[src/rtl/sobel_window_controller_if.sv]
// Pixel-stream in / 3x3-window out bundle of the Sobel window sequencer.
// The controller sits on the slave side; the pixel source and the gradient
// result stage together form the master side.
interface sobel_window_controller_if #(
    parameter int IMG_WIDTH  = 8,
    parameter int IMG_HEIGHT = 8
);
    localparam int ROW_W = $clog2(IMG_HEIGHT);
    localparam int COL_W = $clog2(IMG_WIDTH);

    logic             frame_start;
    logic [7:0]       pixel_in;
    logic             pixel_valid;
    logic             pixel_ready;
    logic [7:0]       windowBuffer [0:8];
    logic             start_calculations;
    logic             calc_ack;
    logic [ROW_W-1:0] win_row;
    logic [COL_W-1:0] win_col;
    logic             busy;
    logic             frame_done;

    modport master (
        output frame_start, pixel_in, pixel_valid, calc_ack,
        input  pixel_ready, windowBuffer, start_calculations,
               win_row, win_col, busy, frame_done
    );

    modport slave (
        input  frame_start, pixel_in, pixel_valid, calc_ack,
        output pixel_ready, windowBuffer, start_calculations,
               win_row, win_col, busy, frame_done
    );
endinterface

[src/rtl/sobel_window_controller.sv]
// Sobel window sequencer: accepts raster-order pixels, keeps two line
// buffers and a 3x3 shift window, and qualifies every fully populated
// window with start_calculations until the result stage acknowledges it.
module sobel_window_controller #(
    parameter int IMG_WIDTH  = 8,
    parameter int IMG_HEIGHT = 8
) (
    input logic                      clk,
    input logic                      rst,
    sobel_window_controller_if.slave bus
);
    localparam int ROW_W = $clog2(IMG_HEIGHT);
    localparam int COL_W = $clog2(IMG_WIDTH);
    localparam logic [ROW_W-1:0] ROW_LAST = ROW_W'(IMG_HEIGHT - 1);
    localparam logic [COL_W-1:0] COL_LAST = COL_W'(IMG_WIDTH - 1);
    localparam logic [ROW_W-1:0] ROW_TWO  = ROW_W'(2);
    localparam logic [COL_W-1:0] COL_TWO  = COL_W'(2);

    typedef enum logic [1:0] {
        IDLE   = 2'd0,
        STREAM = 2'd1,
        DONE   = 2'd2
    } state_t;

    state_t           state_r;
    state_t           state_next_s;
    logic [ROW_W-1:0] row_r;
    logic [COL_W-1:0] col_r;
    logic [7:0]       lb_top_r [0:IMG_WIDTH-1];
    logic [7:0]       lb_mid_r [0:IMG_WIDTH-1];
    logic [7:0]       win_r    [0:8];
    logic             start_r;
    logic [ROW_W-1:0] win_row_r;
    logic [COL_W-1:0] win_col_r;
    logic             busy_r;
    logic             frame_done_r;

    logic             ready_s;
    logic             accept_s;
    logic             last_pixel_s;
    logic             window_valid_s;
    logic             consume_s;

    // Handshake decode: a pixel may enter only while streaming and the
    // current window is either absent or being consumed this very cycle.
    always_comb begin
        ready_s        = 1'b0;
        accept_s       = 1'b0;
        last_pixel_s   = 1'b0;
        window_valid_s = 1'b0;
        consume_s      = start_r && bus.calc_ack;
        if (state_r == STREAM) begin
            ready_s = !start_r || bus.calc_ack;
        end else begin
            ready_s = 1'b0;
        end
        accept_s       = ready_s && bus.pixel_valid;
        last_pixel_s   = accept_s && (row_r == ROW_LAST) && (col_r == COL_LAST);
        // Windows whose left columns belong to the previous row (c < 2) or
        // whose top rows are not yet filled (r < 2) are never presented.
        window_valid_s = accept_s && (row_r >= ROW_TWO) && (col_r >= COL_TWO);
    end

    // FSM next-state logic.
    always_comb begin
        state_next_s = state_r;
        case (state_r)
            IDLE: begin
                if (bus.frame_start) begin
                    state_next_s = STREAM;
                end else begin
                    state_next_s = IDLE;
                end
            end
            STREAM: begin
                if (last_pixel_s) begin
                    state_next_s = DONE;
                end else begin
                    state_next_s = STREAM;
                end
            end
            DONE: begin
                if (consume_s) begin
                    state_next_s = IDLE;
                end else begin
                    state_next_s = DONE;
                end
            end
            default: begin
                state_next_s = IDLE;
            end
        endcase
    end

    // FSM state register; busy is registered from the next state so it
    // tracks STREAM/DONE without a decode on the output.
    always_ff @(posedge clk or posedge rst) begin
        if (rst) begin
            state_r <= IDLE;
            busy_r  <= 1'b0;
        end else begin
            state_r <= state_next_s;
            busy_r  <= (state_next_s != IDLE);
        end
    end

    // Raster position of the next pixel to be accepted.
    always_ff @(posedge clk or posedge rst) begin
        if (rst) begin
            row_r <= '0;
            col_r <= '0;
        end else if ((state_r == IDLE) && bus.frame_start) begin
            row_r <= '0;
            col_r <= '0;
        end else if (accept_s) begin
            if (col_r == COL_LAST) begin
                col_r <= '0;
                if (row_r == ROW_LAST) begin
                    row_r <= '0;
                end else begin
                    row_r <= row_r + ROW_W'(1);
                end
            end else begin
                col_r <= col_r + COL_W'(1);
            end
        end
    end

    // Line buffers: the middle row ages into the top row as each new
    // pixel lands in the middle buffer at its own column.
    always_ff @(posedge clk or posedge rst) begin
        if (rst) begin
            for (int i = 0; i < IMG_WIDTH; i++) begin
                lb_top_r[i] <= 8'd0;
                lb_mid_r[i] <= 8'd0;
            end
        end else if (accept_s) begin
            lb_top_r[col_r] <= lb_mid_r[col_r];
            lb_mid_r[col_r] <= bus.pixel_in;
        end
    end

    // 3x3 shift window: columns move left, the new right column comes from
    // the two line buffers and the incoming pixel.
    always_ff @(posedge clk or posedge rst) begin
        if (rst) begin
            for (int k = 0; k < 9; k++) begin
                win_r[k] <= 8'd0;
            end
        end else if (accept_s) begin
            win_r[0] <= win_r[1];
            win_r[1] <= win_r[2];
            win_r[2] <= lb_top_r[col_r];
            win_r[3] <= win_r[4];
            win_r[4] <= win_r[5];
            win_r[5] <= lb_mid_r[col_r];
            win_r[6] <= win_r[7];
            win_r[7] <= win_r[8];
            win_r[8] <= bus.pixel_in;
        end
    end

    // Window qualifier and centre coordinates; a fresh window formed in the
    // same cycle as an acknowledge keeps the qualifier high.
    always_ff @(posedge clk or posedge rst) begin
        if (rst) begin
            start_r   <= 1'b0;
            win_row_r <= '0;
            win_col_r <= '0;
        end else if (window_valid_s) begin
            start_r   <= 1'b1;
            win_row_r <= row_r - ROW_W'(1);
            win_col_r <= col_r - COL_W'(1);
        end else if (consume_s) begin
            start_r   <= 1'b0;
        end
    end

    // End-of-frame pulse, raised in the first IDLE cycle after the last ack.
    always_ff @(posedge clk or posedge rst) begin
        if (rst) begin
            frame_done_r <= 1'b0;
        end else begin
            frame_done_r <= (state_r == DONE) && consume_s;
        end
    end

    assign bus.pixel_ready        = ready_s;
    assign bus.start_calculations = start_r;
    assign bus.win_row            = win_row_r;
    assign bus.win_col            = win_col_r;
    assign bus.busy               = busy_r;
    assign bus.frame_done         = frame_done_r;

    for (genvar k = 0; k < 9; k++) begin : g_win_out
        assign bus.windowBuffer[k] = win_r[k];
    end
endmodule

[src/flat_wrapper.sv]
// flat-port wrapper written by rule: the top's interface ports become plain ports
module sobel_window_controller_flat 
#(
    parameter int IMG_WIDTH  = 8,
    parameter int IMG_HEIGHT = 8
)
  (clk, rst, bus_frame_start, bus_pixel_in, bus_pixel_valid, bus_calc_ack, bus_pixel_ready, bus_windowBuffer, bus_start_calculations, bus_win_row, bus_win_col, bus_busy, bus_frame_done);
  sobel_window_controller_if #(.IMG_WIDTH(IMG_WIDTH), .IMG_HEIGHT(IMG_HEIGHT)) bus_i ();
  input logic clk;
  input logic rst;
  input wire logic [$bits(bus_i.frame_start)-1:0] bus_frame_start;
  input wire logic [$bits(bus_i.pixel_in)-1:0] bus_pixel_in;
  input wire logic [$bits(bus_i.pixel_valid)-1:0] bus_pixel_valid;
  input wire logic [$bits(bus_i.calc_ack)-1:0] bus_calc_ack;
  output wire logic [$bits(bus_i.pixel_ready)-1:0] bus_pixel_ready;
  output wire logic [$bits(bus_i.windowBuffer)-1:0] bus_windowBuffer;
  output wire logic [$bits(bus_i.start_calculations)-1:0] bus_start_calculations;
  output wire logic [$bits(bus_i.win_row)-1:0] bus_win_row;
  output wire logic [$bits(bus_i.win_col)-1:0] bus_win_col;
  output wire logic [$bits(bus_i.busy)-1:0] bus_busy;
  output wire logic [$bits(bus_i.frame_done)-1:0] bus_frame_done;
  assign bus_i.frame_start = bus_frame_start;
  assign bus_i.pixel_in = bus_pixel_in;
  assign bus_i.pixel_valid = bus_pixel_valid;
  assign bus_i.calc_ack = bus_calc_ack;
  assign bus_pixel_ready = bus_i.pixel_ready;
  assign bus_windowBuffer = {>>{bus_i.windowBuffer}};
  assign bus_start_calculations = bus_i.start_calculations;
  assign bus_win_row = bus_i.win_row;
  assign bus_win_col = bus_i.win_col;
  assign bus_busy = bus_i.busy;
  assign bus_frame_done = bus_i.frame_done;
  sobel_window_controller #(.IMG_WIDTH(IMG_WIDTH), .IMG_HEIGHT(IMG_HEIGHT)) u_core (.clk(clk), .rst(rst), .bus(bus_i));
endmodule
[config.mk]
export PLATFORM = sky130hd
export DESIGN_NAME = sobel_window_controller_flat
export DESIGN_NICKNAME = d
export VERILOG_FILES = /design/src/rtl/sobel_window_controller_if.sv /design/src/rtl/sobel_window_controller.sv /design/src/flat_wrapper.sv
export SDC_FILE = /design/constraint.sdc
export NUM_CORES = 1
export LEC_CHECK = 0
export ABC_CLOCK_PERIOD_IN_PS = 8200
export CAP_MARGIN = 20
export CORE_MARGIN = 2
export CORE_UTILIZATION = 57
export DETAILED_ROUTE_END_ITERATION = 10
export PLACE_DENSITY = 0.88
export SLEW_MARGIN = 20
export SYNTH_ARGS = -nofsm -noshare
export SYNTH_HDL_FRONTEND = slang
export SYNTH_SLANG_ARGS = --single-unit
[constraint.sdc]
create_clock -name clk -period 8.2 [get_ports clk]
set_clock_uncertainty 0.2 [all_clocks]
set_input_delay 0.82 -clock clk [delete_from_list [all_inputs] [get_ports clk]]
set_output_delay 0.82 -clock clk [all_outputs]
set_load 0.005 [all_outputs]
==> reports/metrics.cfg <==
[grt]
grt_max_degree = 145
track_usage = 0.248
antenna_found_initial = 0
grt.overflow.total = 0
grt_pass1_wl_um = 34500
grt_pass1_vias = 6404

[placed_design]
place.gp.congestion = 0.804
dp_slack_ps = 4170
portBuffers = 94
dpl.hpwl_um = 12800

[synth]
synth_compound_area_frac = 0.0235
syn-cell-area_um2 = 9270
synth_area_leaders = dfrtp_1, mux2_2, nand2_1, mux4_2, mux2i_1
synth.area.mux_share = 0.239
synth_fp_nets = 764
synth_top_cell_by_area = dfrtp_1
ys_types = 36
synth_top_family_by_area = multiplexers
synth_ff_type = dfrtp_1
yosys_warnings = 0
synth_top_cell_area_share = 0.586
syn_inst = 743
synth-seq-area-share = 0.586
yosys.area_share.adder = 0.0108
synthArstFlopShare = 1.00
avgSynthCellArea_um2 = 12.5
synth_edf_count = 0
synth_xor_area_frac = 0.00189
ys_ff_latch = 217
synth-simple-area-share = 0.117

[setup_path]
worst-r2r-cell-count = 4
path_class = primary input to flop
cp.required_ps = 8380
ff2ff_setup_slack_ps = 4930
arrival_ps = 3710
cp_max_fo = 72
setup.worst_path.end = u_core.lb_top_r[61]$_DFFE_PP0P_
critPathLaunchType = primary input
rr_endpoint = u_core.lb_mid_r[20]$_DFFE_PP0P_
crit_slowest_cell = or3_1
crit_path_start = bus_calc_ack
reg2reg_from = u_core.col_r[0]$_DFFE_PP0P_
crit_chain = clkdlybuf4s50_1 -> nand2b_1 -> nand3_4 -> or3_1 -> mux2_4
slowest_delay_ps = 1000
endpoint_kind = flop

[final_layout]
nFillCells = 1024
antenna_cells = 0
syn_to_final_growth_pct = 20.3
layout-drive-gt1-share = 0.247
fin_nets = 852
ff_latch_area_um2 = 5430
multiInputGateArea_um2 = 3640

[timing]
setup_viol = 0
hold_viol_final = 0
slew_headroom = 0.217
clock.fmax_mhz = 283
worst_pin_slew_ps = 1170
finalMaxSlewViolations = 0
period_needed_ps = 3540
rsz0062_at_grt = false
fin_crit_sh = 0.431
fin_tns_setup_ps = 0
holdWs_ps = 281
timing.final.ws_setup_ps = 4660

[route]
drcViolationCount = 0
drt-initial-drc-count = 436
dr.pass1.iters = 6
vias = 6174
wl_per_cell_um = 20.0
viasPerCell = 5.81
ant_nets = 0
wl_um = 21300

[power_and_ir_drop]
clock_power_share = 0.249
powerDensity_nw_per_um2 = 384
seq_power_share = 0.412
comb_power_share = 0.339
irDropWorstVdd_uv = 173
switchingPower_mw = 1.34
power.internal_mw = 2.94
cellLeakagePower_nw = 5.20
swShare = 0.313

[die]
initial_core_util = 0.584
die_height_um = 132
core_area_um2 = 15900
dieArea_um2 = 17300
dieWidth_um = 132
pin_count = 95
std_cell_rows = 46

[cts]
clock-root-buffer = clkbuf_16
htreeDepth = 1
clkLatencyLatePin_ps = 500
cts_hold_buf = 0
cts_resized = 0
cts_tree = yes
cts_buffers = 22
cts_setup_buffers = 0
cts.sinks = 217
clk_pin_slew_ps = 60
clockBufferDepth = 3

[flow_run]
drv_cap = 0

[outcome]
status = completed

[worst_hold_path]
hold_path.class = flop to flop

-- per-stage QoR --
stage	cell area, µm²	cells	power (mW)	util
finish	11200	1062	4.29	0.702
global route	11200	1062	4.50	0.702
floorplan	9270	743	2.62	-
global placement	10400	1022	3.11	0.653
CTS	11100	1061	4.29	0.702
detailed placement	10400	1022	3.20	0.653
-- registers in the layout (all words and copies together), names as in the netlist, 2 cells and up --
signal and cells:
u_core.state_r 2, u_core.bus.win_col 3, u_core.row_r 3, u_core.lb_top_r 64, u_core.lb_mid_r 64, u_core.bus.win_row 3
u_core.col_r 3, u_core.bus.windowBuffer 72
-- cells in the final DEF, fill, tap and decap left out, drive strengths merged --
cell             n
mux4            22
or3              3
nor3b            1
buf              9
a21o             1
clkinv           5
a21oi            9
inv              4
o22ai           10
xor2             2
nor2            13
and2b            1
clkbuf          31
nand2          217
nand2b           3
mux2i           20
nand4            2
nand3           13
and4b            1
o32a             1
a31oi           10
bufinv           4
mux2           132
dfrtp          217
ha               8
clkdlybuf4s50   94
o21ai            6
nor3             3
nand3b           1
and3             1
and2             1
or2              1
-- worst min path at each step --
stage	startpoint	end	slack [ps]	cells past startpoint
3_5_place_dp	u_core.bus.windowBuffer[45]$_DFFE_PP0P_	u_core.bus.windowBuffer[45]$_DFFE_PP0P_	260	2
4_1_cts	u_core.bus.windowBuffer[16]$_DFFE_PP0P_	u_core.bus.windowBuffer[16]$_DFFE_PP0P_	280	2
2_1_floorplan	u_core.bus.windowBuffer[16]$_DFFE_PP0P_	u_core.bus.windowBuffer[16]$_DFFE_PP0P_	270	2
3_3_place_gp	u_core.bus.windowBuffer[71]$_DFFE_PP0P_	u_core.bus.windowBuffer[71]$_DFFE_PP0P_	260	2
5_1_grt	u_core.bus.windowBuffer[43]$_DFFE_PP0P_	u_core.bus.windowBuffer[43]$_DFFE_PP0P_	300	2
6_report	u_core.bus.windowBuffer[21]$_DFFE_PP0P_	u_core.bus.windowBuffer[21]$_DFFE_PP0P_	280	2
-- kinds of logic (layout without fill, tap and decap cells) --
family / count (synthesis) / count (layout)
AND/OR/NAND/NOR: 261 / 261
XOR/XNOR: 2 / 2
AO/OA/AOI/OAI: 37 / 37
buffers and inverters: 44 / 147
flip-flops: 217 / 217
multiplexers: 174 / 174
adder cells (fa/ha/maj): 8 / 8
-- synth_stat cells, types with 2 or more instances --
cell / count
dfrtp_1: 217
nand2_1: 217
mux2_2: 122
mux4_2: 22
mux2i_1: 20
clkbuf_1: 19
buf_2: 14
nand3_1: 12
a31oi_1: 10
mux2_4: 10
o22ai_1: 10
a21oi_1: 9
nor2_1: 9
ha_1: 8
o21ai_0: 6
inv_1: 4
nor2_2: 4
buf_4: 3
nand2b_1: 3
nor3_2: 3
or3_1: 3
buf_1: 2
nand4_1: 2
xor2_1: 2
-- per-layer routing --
metal / routed length, µm / vias up / global-route usage
li1: - / 2726 / -
met2: 10700 / 233 / 0.422
met4: 475 / 0 / 0.0767
met3: 1160 / 41 / 0.0293
met1: 8900 / 3174 / 0.337
met5: 0 / - / 0
-- layout make-up --
type,instances,share of cell area
repair buffers,103,0.0907
clock inverters,8,0.0126
multi-input cells,482,0.326
inverters,5,0.00236
well taps,216,0.0242
clock buffers,31,0.0570
flip-flops and latches,217,0.487
-- worst max-delay path: cells and delay by family --
kind | cells | cell delay, ps
mux | 1 | 450
buf+inv | 1 | 500
simple gates | 3 | 1910
-- power by group through the flow --
| stage | registers [mW] | logic, mW | clock network, mW |
|---|---|---|---|
| 4_1_cts | 1.76 | 1.46 | 1.07 |
| 2_1_floorplan | 1.69 | 0.931 | 0 |
| 5_1_grt | 1.81 | 1.57 | 1.12 |
| 6_report | 1.76 | 1.45 | 1.07 |
| 3_3_place_gp | 1.74 | 1.37 | 0 |
| 3_5_place_dp | 1.77 | 1.43 | 0 |
Note: power is estimated with default switching activity, not from simulation.
==> RTL edit 1 (config.mk and constraints unchanged) <==
`IMG_HEIGHT` is set to 8 in 3 places; all go to 4.
--- a/src/rtl/sobel_window_controller_if.sv
+++ b/src/rtl/sobel_window_controller_if.sv
@@ -5,3 +5,3 @@
     parameter int IMG_WIDTH  = 8,
-    parameter int IMG_HEIGHT = 8
+    parameter int IMG_HEIGHT = 4
 );
--- a/src/rtl/sobel_window_controller.sv
+++ b/src/rtl/sobel_window_controller.sv
@@ -5,3 +5,3 @@
     parameter int IMG_WIDTH  = 8,
-    parameter int IMG_HEIGHT = 8
+    parameter int IMG_HEIGHT = 4
 ) (
--- a/src/flat_wrapper.sv
+++ b/src/flat_wrapper.sv
@@ -4,3 +4,3 @@
     parameter int IMG_WIDTH  = 8,
-    parameter int IMG_HEIGHT = 8
+    parameter int IMG_HEIGHT = 4
 )
Interface: changed (resized bus_win_row); port bits go from 95 to 94. No check against the original RTL was run, so the function may have changed too.
==> RTL edit 1 against the original RTL <==
Cell area fell by 2.2%. Power rose by 3.4%. Sequential cell count fell by 2. Critical path type unchanged. Largest power group unchanged. Routed wire length fell by 2.3%. Register-to-register slack got worse by 0.32 ns. Sequential share of layout area rose by 0.66 points. Critical path depth rose by 1. Critical endpoint is now u_core.lb_mid_r[29]$_DFFE_PP0P_. First-iteration DRC count fell by 0.23%. Via count fell by 1.5%. Area after synthesis fell by 1.2%. Count of clock-buffer cells in the layout fell by 2. Setup slack got worse by 0.20 ns. Combinational power rose by 16%.
==> RTL edit 1: results <==
metrics = {
    "drt": {
        "drt_iter0_drc": 435,
        "vias": 6079,
        "dr.pass1.iters": 5,
        "wl_um": 20780,
    },
    "worst_setup_path": {
        "cp_top_family": "simple AND/OR/NAND/NOR gates",
        "crit_arrival_ns": 3.91,
        "cp_max_fo": 73,
        "cp_slowest_cell": "nor3_2",
    },
    "synth": {
        "synthCells": 728,
        "yosys_most_used_dff": "dfrtp_1",
        "yosys-top-cells-count": "215 x dfrtp_1, 214 x nand2_1, 119 x mux2_2, 26 x mux4_2, 18 x nand3_1",
        "yosys_warnings": 0,
        "synth_nets": 747,
        "seq_area_frac_synth": 0.5872,
        "synth_cell_types": 37,
        "synth.top_cells.by_area": "dfrtp_1 59%, mux2_2 15%, nand2_1 8.8%",
    },
    "placed_design": {
        "hpwl_um": 12570,
        "gp_congestion": 0.7750,
        "dpl_worst_slack_ns": 4.046,
        "place_area_sq_um": 10230,
        "io_buffer_count": 93,
    },
    "sta": {
        "slew_headroom": 0.2611,
    },
    "status": {
        "status": "finished, final reports clean",
    },
    "layout": {
        "nNetsFinal": 833,
        "drive_gt1_frac": 0.2497,
        "n_antenna_cell": 0,
        "fin_cells": 1041,
    },
    "cts": {
        "clkTransAtPathRegs_ns": 0.06,
        "h-tree-depth": 1,
        "numCtsBuffers": 21,
        "clockBufferDepth": 3,
        "ctsResizeCount": 0,
        "cts-root-buf": "clkbuf_16",
    },
    "grt": {
        "grt_pass1_vias": 6217,
        "grt_max_degree": 150,
        "track_usage": 0.2516,
        "grt_pass1_wl_um": 33100,
        "antenna_found_initial": 0,
    },
    "pwr": {
        "p_leak_nw": 5.065,
        "ir_drop_v": 0.0002536,
    },
}
RTL edit 1: area by class of cell:
type,count,area [sq um]
repair buffers,102,1018
flip-flops and latches,215,5381
well taps,216,270.3
clock buffers,29,595.6
clock inverters,5,50.05
fillers,1046,4865
multi-input cells,469,3563
inverters,5,26.28
RTL edit 1: cells by family after synthesis:
group | after synthesis | synth area share
mux | 167 | 0.2397
compound gates | 32 | 0.02103
simple gates | 263 | 0.1189
flops | 215 | 0.5872
xor+xnor | 1 | 0.0009561
fa+ha+maj | 6 | 0.008193
buf+inv | 44 | 0.02403
RTL edit 1: power by group:
group	switching (W)	leakage (nW)	internal, W
clock network	0.000379	0.322	0.000535
registers	0.000304	2.71	0.00153
logic	0.000769	2.03	0.000913
total	0.00145	5.07	0.00298
RTL edit 1: path summary, 6_finish.rpt:
path                                                         startpoint                                 endpoint  slack, ns  cells after the start
worst min-delay path            u_core.bus.windowBuffer[70]$_DFFE_PP0P_  u_core.bus.windowBuffer[70]$_DFFE_PP0P_       0.27                      2
worst max-delay path                                       bus_calc_ack          u_core.lb_mid_r[29]$_DFFE_PP0P_       4.46                      6
min in group asynchronous                                           rst  u_core.bus.windowBuffer[20]$_DFFE_PP0P_       0.53                      2
max in group asynchronous                                           rst  u_core.bus.windowBuffer[50]$_DFFE_PP0P_       6.10                      3
worst max register to register              u_core.state_r[1]$_DFF_PP0_          u_core.lb_mid_r[29]$_DFFE_PP0P_       4.61                      5
worst min register to register  u_core.bus.windowBuffer[70]$_DFFE_PP0P_  u_core.bus.windowBuffer[70]$_DFFE_PP0P_       0.27                      2
RTL edit 1: metal layers:
layer,GRT usage,share of wire
met4,0.08824,0.027
met3,0.03909,0.058
met2,0.4206,0.50
met5,0,0
met1,0.3408,0.41
==> RTL edit 2 (same settings) <==
Made on the original files. The 3 states of `state_t` get a one-hot encoding in 3 bits.
--- a/src/rtl/sobel_window_controller.sv
+++ b/src/rtl/sobel_window_controller.sv
@@ -18,6 +18,6 @@
 
-    typedef enum logic [1:0] {
-        IDLE   = 2'd0,
-        STREAM = 2'd1,
-        DONE   = 2'd2
+    typedef enum logic [2:0] {
+        IDLE   = 3'b001,
+        STREAM = 3'b010,
+        DONE   = 3'b100
     } state_t;
Check against the original RTL: same outputs for any inputs over 4 cycles, from zero or initial values and one cycle with rst high; so few cycles prove little.
==> RTL edit 2 against the original RTL <==
Cell area grew 1.6%. Largest power group unchanged. Via count grew 13%. Routed wire length grew 10%. Final cell count grew 9.0%. Area after synthesis grew 3.4%. Register-to-register slack lost 0.03 ns. Sequential cell count grew 1. Power shrank 18%. Setup slack gained 0.19 ns.
==> RTL edit 2: results <==
metrics = {
    "cts": {
        "ctsResizeCount": 0,
        "cts-root-buf": "clkbuf_16",
        "clk_latency_ns": 0.51,
        "h-tree-depth": 1,
        "clockBufferDepth": 3,
        "numCtsBuffers": 22,
        "clkTransAtPathRegs_ns": 0.06,
        "post_cts_buffers": 0,
    },
    "grt": {
        "grt_pass1_vias": 6919,
        "grt_max_degree": 143,
        "grt_pass1_wl_um": 37350,
        "track_usage": 0.2637,
        "antenna_found_initial": 0,
    },
    "synth": {
        "yosys_warnings": 0,
        "yosys-top-cells-count": "217 x dfrtp_1, 216 x nand2_1, 118 x mux2_2, 32 x o21ai_0, 30 x mux2i_1",
        "seq_area_frac_synth": 0.5690,
        "synthArstFlopShare": 1.000,
        "synth_cell_types": 57,
        "synth_fa_ha_area_frac": 0.01044,
        "synth_xor_area_frac": 0.001827,
        "synth.top_cells.by_area": "dfrtp_1 57%, mux2_2 14%, nand2_1 8.5%",
        "synth_compound_area_frac": 0.07946,
        "synthCells": 845,
        "synth_nets": 866,
        "synthMuxAreaShare": 0.1722,
    },
    "layout": {
        "fillers": 1123,
        "fin_cells": 1158,
        "final_area_sq_um": 11330,
        "drive_gt1_frac": 0.1898,
        "n_antenna_cell": 0,
        "nNetsFinal": 943,
        "largest_register_ffs": 72,
    },
    "pwr": {
        "ir_drop_v": 0.0001710,
        "p_leak_nw": 5.396,
    },
    "worst_setup_path": {
        "cp_slowest_cell": "clkdlybuf4s50_1",
        "cp_max_fo": 10,
        "critPathMaxStageDelay_ns": 0.49,
        "crit_arrival_ns": 2.33,
        "cp_top_family": "buffers and inverters",
    },
    "status": {
        "status": "finished, final reports clean",
    },
    "placed_design": {
        "place_area_sq_um": 10620,
        "dp_cells": 1118,
        "dpl_worst_slack_ns": 4.544,
        "io_buffer_count": 94,
        "hpwl_um": 14250,
        "gp_congestion": 0.8312,
    },
    "min_path": {
        "hold_class": "reg2reg",
    },
    "sta": {
        "slew_headroom": 0.2010,
    },
    "drt": {
        "viasPerCell": 6.050,
        "drt_iter0_drc": 794,
        "dr.pass1.iters": 5,
        "wl_um": 23410,
    },
}
RTL edit 2: changes by cell type after synthesis, sizes merged, moves of 8 or more:
cell,delta
mux4,-21
mux2i,+10
nor2,+9
a221oi,+11
buf,+17
inv,+8
mux2,-14
a21oi,+10
o21ai,+26
RTL edit 2: cell type report:
cell class	count	area share
Clock buffer	33	0.05676
Clock inverter	7	0.005632
Inverter	13	0.004969
Multi-Input combinational cell	562	0.3364
Sequential cell	218	0.4817
Tap cell	220	0.02429
Timing Repair Buffer	105	0.09033
RTL edit 2: power breakdown:
part,internal [W],switching [W],total [W]
clock network,0.000574,0.000406,0.000981
logic,0.000525,0.000499,0.00102
registers,0.00134,0.000188,0.00153
total,0.00244,0.00109,0.00353
RTL edit 2: worst register-to-register path, stage by stage (launching register included):
cell	delay, ns
dfrtp_1	0.35
buf_4	0.50
nor2b_1	0.76
nand4_1	0.63
buf_4	0.44
mux2_2	0.30
RTL edit 2: path summary, 6_finish.rpt:
kind	start	endpoint	slack, ns	depth (start not counted)
worst max-delay path	bus_calc_ack	bus_pixel_ready	4.85	4
worst min-delay path	u_core.bus.windowBuffer[17]$_DFFE_PP0P_	u_core.bus.windowBuffer[17]$_DFFE_PP0P_	0.28	2
worst max register to register	u_core.col_r[1]$_DFFE_PP0P_	u_core.lb_top_r[42]$_DFFE_PP0P_	4.90	5
worst min register to register	u_core.bus.windowBuffer[17]$_DFFE_PP0P_	u_core.bus.windowBuffer[17]$_DFFE_PP0P_	0.28	2
max in group asynchronous	rst	u_core.lb_mid_r[17]$_DFFE_PP0P_	5.54	3
min in group asynchronous	rst	u_core.bus.windowBuffer[39]$_DFFE_PP0P_	0.72	2
RTL edit 2: routing by layer:
layer  track usage  part of all wire
met2        0.4288              0.48
met4       0.07624             0.024
met3       0.04338             0.080
met5             0                 0
met1        0.3701              0.42
